===== src/rtl/axis_combiner_pkg.sv =====
// rtl/axis_combiner_pkg.sv - width helpers shared with the channel splitter
package axis_combiner_pkg;

  function automatic int keep_width_for(input int data_width, input bit keep_enable);
    return keep_enable ? (data_width + 7) / 8 : 1;
  endfunction

  function automatic int side_width_for(input bit enable);
    return enable ? 8 : 1;
  endfunction

endpackage


===== src/rtl/axis_register.sv =====
// rtl/axis_register.sv - skid register stage: full throughput, registered upstream ready
module axis_register #(
  parameter int WIDTH = 8
) (
  input  logic             clk,
  input  logic             rst,
  input  logic [WIDTH-1:0] s_tdata,
  input  logic             s_tvalid,
  output logic             s_tready,
  output logic [WIDTH-1:0] m_tdata,
  output logic             m_tvalid,
  input  logic             m_tready
);

  logic [WIDTH-1:0] skid_data;
  logic             skid_valid;
  logic             advance;

  assign s_tready = ~skid_valid;
  assign advance  = m_tready | ~m_tvalid;

  always_ff @(posedge clk) begin
    if (rst) begin
      m_tvalid   <= 1'b0;
      skid_valid <= 1'b0;
    end else if (advance) begin
      m_tvalid   <= skid_valid | s_tvalid;
      skid_valid <= 1'b0;
    end else if (s_tvalid & s_tready) begin
      skid_valid <= 1'b1;
    end
  end

  // A beat accepted while the output is stalled parks in the skid slot.
  always_ff @(posedge clk) begin
    if (advance) begin
      m_tdata <= skid_valid ? skid_data : s_tdata;
    end else if (s_tvalid & s_tready) begin
      skid_data <= s_tdata;
    end
  end

endmodule


===== src/rtl/axis_combiner.sv =====
// rtl/axis_combiner.sv - merges CHANNELS narrow streams into one wide stream, one slot per lane
module axis_combiner
  import axis_combiner_pkg::*;
#(
  parameter int DATA_WIDTH  = 16,
  parameter int CHANNELS    = 4,
  parameter bit KEEP_ENABLE = (DATA_WIDTH > 8),
  parameter int KEEP_WIDTH  = keep_width_for(DATA_WIDTH, KEEP_ENABLE),
  parameter bit LAST_ENABLE = 1'b1,
  parameter bit ID_ENABLE   = 1'b0,
  parameter int ID_WIDTH    = side_width_for(ID_ENABLE),
  parameter bit DEST_ENABLE = 1'b0,
  parameter int DEST_WIDTH  = side_width_for(DEST_ENABLE),
  parameter bit USER_ENABLE = 1'b0,
  parameter int USER_WIDTH  = side_width_for(USER_ENABLE),
  parameter bit EXTRA_CYCLE = 1'b0
) (
  input  logic                           clk,
  input  logic                           rst,
  input  logic [CHANNELS*DATA_WIDTH-1:0] s_axis_tdata,
  input  logic [CHANNELS*KEEP_WIDTH-1:0] s_axis_tkeep,
  input  logic [CHANNELS-1:0]            s_axis_tvalid,
  output logic [CHANNELS-1:0]            s_axis_tready,
  input  logic [CHANNELS-1:0]            s_axis_tlast,
  input  logic [CHANNELS*ID_WIDTH-1:0]   s_axis_tid,
  input  logic [CHANNELS*DEST_WIDTH-1:0] s_axis_tdest,
  input  logic [CHANNELS*USER_WIDTH-1:0] s_axis_tuser,
  output logic [CHANNELS*DATA_WIDTH-1:0] m_axis_tdata,
  output logic [CHANNELS*KEEP_WIDTH-1:0] m_axis_tkeep,
  output logic                           m_axis_tvalid,
  input  logic                           m_axis_tready,
  output logic                           m_axis_tlast,
  output logic [ID_WIDTH-1:0]            m_axis_tid,
  output logic [DEST_WIDTH-1:0]          m_axis_tdest,
  output logic [USER_WIDTH-1:0]          m_axis_tuser,
  output logic                           err_last_mismatch
);

  localparam int DW_ALL = CHANNELS * DATA_WIDTH;
  localparam int KW_ALL = CHANNELS * KEEP_WIDTH;
  localparam int PW     = DW_ALL + KW_ALL + 1 + ID_WIDTH + DEST_WIDTH + USER_WIDTH;

  logic [CHANNELS-1:0]   slot_valid, slot_last, take;
  logic [DW_ALL-1:0]     slot_data;
  logic [KW_ALL-1:0]     slot_keep, keep_out;
  logic [ID_WIDTH-1:0]   slot_id, id_out;
  logic [DEST_WIDTH-1:0] slot_dest, dest_out;
  logic [USER_WIDTH-1:0] slot_user, user_out;
  logic                  last_out;
  logic                  comb_valid, comb_ready, fire;
  logic [PW-1:0]         comb_payload, out_payload;
  logic                  unused_inputs;

  assign comb_valid = &slot_valid;
  assign fire       = comb_valid & comb_ready;
  assign take       = s_axis_tvalid & s_axis_tready;

  // A slot may empty and refill on the same edge, so full lanes see ready while the wide beat fires.
  for (genvar c = 0; c < CHANNELS; c++) begin : g_lane
    assign s_axis_tready[c] = ~slot_valid[c] | fire;
  end

  always_ff @(posedge clk) begin
    if (rst) begin
      slot_valid        <= '0;
      err_last_mismatch <= 1'b0;
    end else begin
      slot_valid <= take | (slot_valid & ~{CHANNELS{fire}});
      if (LAST_ENABLE && fire && (|slot_last) && !(&slot_last)) begin
        err_last_mismatch <= 1'b1;
      end
    end
  end

  // Wide sidebands come from channel 0, so only its slot keeps them.
  always_ff @(posedge clk) begin
    for (int c = 0; c < CHANNELS; c++) begin
      if (take[c]) begin
        slot_data[c*DATA_WIDTH +: DATA_WIDTH] <= s_axis_tdata[c*DATA_WIDTH +: DATA_WIDTH];
        slot_keep[c*KEEP_WIDTH +: KEEP_WIDTH] <= s_axis_tkeep[c*KEEP_WIDTH +: KEEP_WIDTH];
        slot_last[c]                          <= s_axis_tlast[c];
      end
    end
    if (take[0]) begin
      slot_id   <= s_axis_tid[ID_WIDTH-1:0];
      slot_dest <= s_axis_tdest[DEST_WIDTH-1:0];
      slot_user <= s_axis_tuser[USER_WIDTH-1:0];
    end
  end

  assign keep_out = KEEP_ENABLE ? slot_keep : '1;
  assign last_out = LAST_ENABLE ? slot_last[0] : 1'b0;
  assign id_out   = ID_ENABLE ? slot_id : '0;
  assign dest_out = DEST_ENABLE ? slot_dest : '0;
  assign user_out = USER_ENABLE ? slot_user : '0;

  assign comb_payload = {last_out, id_out, dest_out, user_out, keep_out, slot_data};

  if (EXTRA_CYCLE) begin : g_out_reg
    axis_register #(
      .WIDTH(PW)
    ) u_out_reg (
      .clk      (clk),
      .rst      (rst),
      .s_tdata  (comb_payload),
      .s_tvalid (comb_valid),
      .s_tready (comb_ready),
      .m_tdata  (out_payload),
      .m_tvalid (m_axis_tvalid),
      .m_tready (m_axis_tready)
    );
  end else begin : g_out_direct
    assign out_payload   = comb_payload;
    assign m_axis_tvalid = comb_valid;
    assign comb_ready    = m_axis_tready;
  end

  assign {m_axis_tlast, m_axis_tid, m_axis_tdest, m_axis_tuser, m_axis_tkeep, m_axis_tdata} = out_payload;

  assign unused_inputs = ^{s_axis_tid, s_axis_tdest, s_axis_tuser};

endmodule

===== config.mk =====
export PLATFORM = sky130hd
export DESIGN_NAME = axis_combiner
export DESIGN_NICKNAME = d
export VERILOG_FILES = /design/src/rtl/axis_combiner_pkg.sv /design/src/rtl/axis_register.sv /design/src/rtl/axis_combiner.sv
export SDC_FILE = /design/constraint.sdc
export NUM_CORES = 1
export LEC_CHECK = 0
export BUFFER_PORTS_ARGS = -buffer_cell sky130_fd_sc_hd__buf_2
export CAP_MARGIN = 20
export CORE_MARGIN = 2
export CORE_UTILIZATION = 44
export DETAILED_ROUTE_END_ITERATION = 7
export PLACE_DENSITY = 0.85
export REMOVE_ABC_BUFFERS = 1
export SLEW_MARGIN = 20
export SYNTH_ARGS = -nofsm -noshare
export SYNTH_HDL_FRONTEND = slang
export SYNTH_SLANG_ARGS = --single-unit

===== constraint.sdc =====
create_clock -name clk -period 3.1 [get_ports clk]
set_clock_uncertainty 0.05 [all_clocks]
set_input_delay 0.31 -clock clk [delete_from_list [all_inputs] [get_ports clk]]
set_output_delay 0.31 -clock clk [all_outputs]
set_load 0.02 [all_outputs]

==> results.md <==
* DRC at 0
* Root buffer cell: clkbuf_8
* Vias in the first global route at 1674
* Initial Util at 0.461
* Worst setup path class: flop to flop
* Initial antenna violation count at 0
* Placed instance area at 3430 sq um
* Sw Share at 0.231
* P_sw at 0.506 mW
* Cts hold-fix bufs at 0
* Slew margin rel. at 0.407
* Crit start category: flop
* Count of input and output buffers at 161
* Post-Syn Area at 2550 sq um
* H-tree depth at 3
* Buf/Inv on CP at 0
* Final slew viol count at 0
* Period utilization at 0.598
* Post-CTS sizing at 0
* Mapped Cells at 113
* Fin. Hold Viols at 0
* DR WL/cell at 14.6 microns
* Clk_lat worst skew at 0.33 ns
* DRT Pass-1 Iters at 4
* GRT Residual Overflow at 0
* Worst-margin pin slew at 0.890 ns
* Max Cap Viol at 0
* Synth top cells by count: edfxtp_1 (76), nand2_1 (6), dfxtp_1 (5), inv_1 (5)
* Core Box Area at 5540 sq um
* CTS buffer count at 9
* CP endpoint kind: flop
* RD Place Congestion at 0.785
* Ant diodes at 0
* Pwr Density at 605 nW/um^2
* Row cnt at 27
* Top-count cell post-synth: edfxtp_1
* Die area at 6430 sq um
* Arr. time, crit path at 1.76 ns
* Avg Vias per Cell at 4.46
* GRT Resource Usage Total at 0.165
* Max IR drop VDD at 0.378 mV
* Clock buffer depth at 2
* Most used flip-flop cell after synthesis: edfxtp_1
* CP Max Fanout at 19
* Leak pwr at 1.56 nW
* Family with the most delay on the worst path: simple AND/OR/NAND/NOR gates
* Final Util at 0.653
* Chip Width at 80.2 microns
* Yosys cell types at 14
* Outcome: complete, no violations
* Clk sinks at 81
* Largest net degree at the start of global routing at 20
* Critical Path Slowest Stage Cell: and2_1
* HPWL Detailed at 4150 microns
* Worst-path clk slew at 0.08 ns
* Fraction of layout cells with a size suffix above 1 at 0.612
* Top-area cell type share of the netlist area at 0.894
* Slowest stage delay, CP at 0.74 ns
* First-pass GRT wire length at 7690 microns
* Setup ws final at 1.25 ns
* Final instance area at 3620 sq um
* Post-synthesis sequential area ratio at 0.933
* Num ports at 177
* Hold Crit Class: input pin to flop
* #FFs+latches synth at 81
* P_int at 1.68 mW
* Async set-or-reset flop fraction in the synthesized netlist at 0
* Post-route ant nets at 0
* WP data required at 3.01 ns
* Layout area overhead at 41.7%
* Cell Chain, Critical Path: nand2_1, o21ai_1, and2_1
* Vias at 1609
* Syn_area_per_cell at 22.6 sq um
* EDFF count, synth at 76
* Yosys warnings at 0
* Synth area leaders: edfxtp_1 (89%), dfxtp_1 (3.9%), and2_1 (0.98%)
* Sequential share of power at 0.588
* Final min period at 1.85 ns
* Nets at 379
* CTS tree: yes
* Setup TNS at 0 ns
* Routed wire length at 5260 microns
* Combinational share of power at 0.100
* RSZ-0062 raised after global routing: false
* Die height at 80.2 microns
* Clock network power share at 0.311
* Setup violators final at 0
* Initial drt markers at 97
* Postcts setup bufs at 0
* Yosys top cell by area: edfxtp_1
* Dpl ws at 1.22 ns
* Maximum clock rate at 540 MHz
[cell families (layout without fill, tap and decap cells)]
group / Yosys count / count (layout) / synth area share
other cells: 1 / 3 / 0.00147
compound gates: 9 / 9 / 0.0191
buf+inv: 8 / 182 / 0.0162
flops: 81 / 81 / 0.933
simple gates: 14 / 14 / 0.0299
[cell usage in the layout, fill, tap and decap left out, types with 3 or more instances in the layout]
| cell | synthesis | routed |
|---|---|---|
| a21oi_1 | 4 | 4 |
| and2_1 | 4 | 4 |
| buf_2 | 0 | 161 |
| clkbuf_8 | 0 | 11 |
| clkinvlp_4 | 0 | 3 |
| conb_1 | 1 | 3 |
| dfxtp_1 | 5 | 5 |
| edfxtp_1 | 76 | 76 |
| inv_1 | 5 | 5 |
| nand2_1 | 6 | 6 |
| o21ai_1 | 4 | 4 |
[layer usage]
metal | vias up | track usage | routed length (microns)
met3 | 7 | 0.0573 | 578
met5 | - | 0 | 0
met1 | 735 | 0.174 | 1850
li1 | 766 | - | -
met2 | 101 | 0.289 | 2760
met4 | 0 | 0.0864 | 76
[metrics by stage]
stage / std cells / hold slack [ns] / power (mW)
floorplan: 112 / 0.329 / 1.42
CTS: 361 / 0.0758 / 2.22
global placement: 345 / 0.412 / 1.52
finish: 361 / 0.0967 / 2.19
global route: 361 / 0.0756 / 2.27
detailed placement: 345 / 0.423 / 1.53
[power groups by stage]
stage / clock (mW) / combinational (mW) / sequential (mW)
detailed placement: 0 / 0.222 / 1.31
global route: 0.745 / 0.236 / 1.29
floorplan: 0 / 0.0384 / 1.38
CTS: 0.708 / 0.222 / 1.29
finish: 0.681 / 0.219 / 1.29
global placement: 0 / 0.215 / 1.31
[sequential cells by signal, summed over array words and instances (netlist names)]
name,flops
slot_valid,4
slot_last,4
m_axis_tkeep,8
err_last_mismatch,1
m_axis_tdata,64
[worst paths after layout]
check | start | end | slack (ns) | cells after the start
hold / removal | s_axis_tdata[50] | m_axis_tdata[50] | 0.1 | 1
setup / recovery | slot_valid[1] | m_axis_tdata[63] | 1.25 | 3
hold reg to reg | err_last_mismatch | err_last_mismatch | 0.44 | 1
setup reg to reg | slot_valid[1] | m_axis_tdata[63] | 1.25 | 3
[layout make-up]
cell class | count | area [sq um]
flip-flops and latches | 81 | 2380
well taps | 72 | 90.1
clock buffers | 12 | 155
fillers | 430 | 1920
clock inverters | 4 | 27.5
inverters | 5 | 18.8
multi-input cells | 26 | 136
repair buffers | 161 | 806
(Power assumes the default switching activity.)
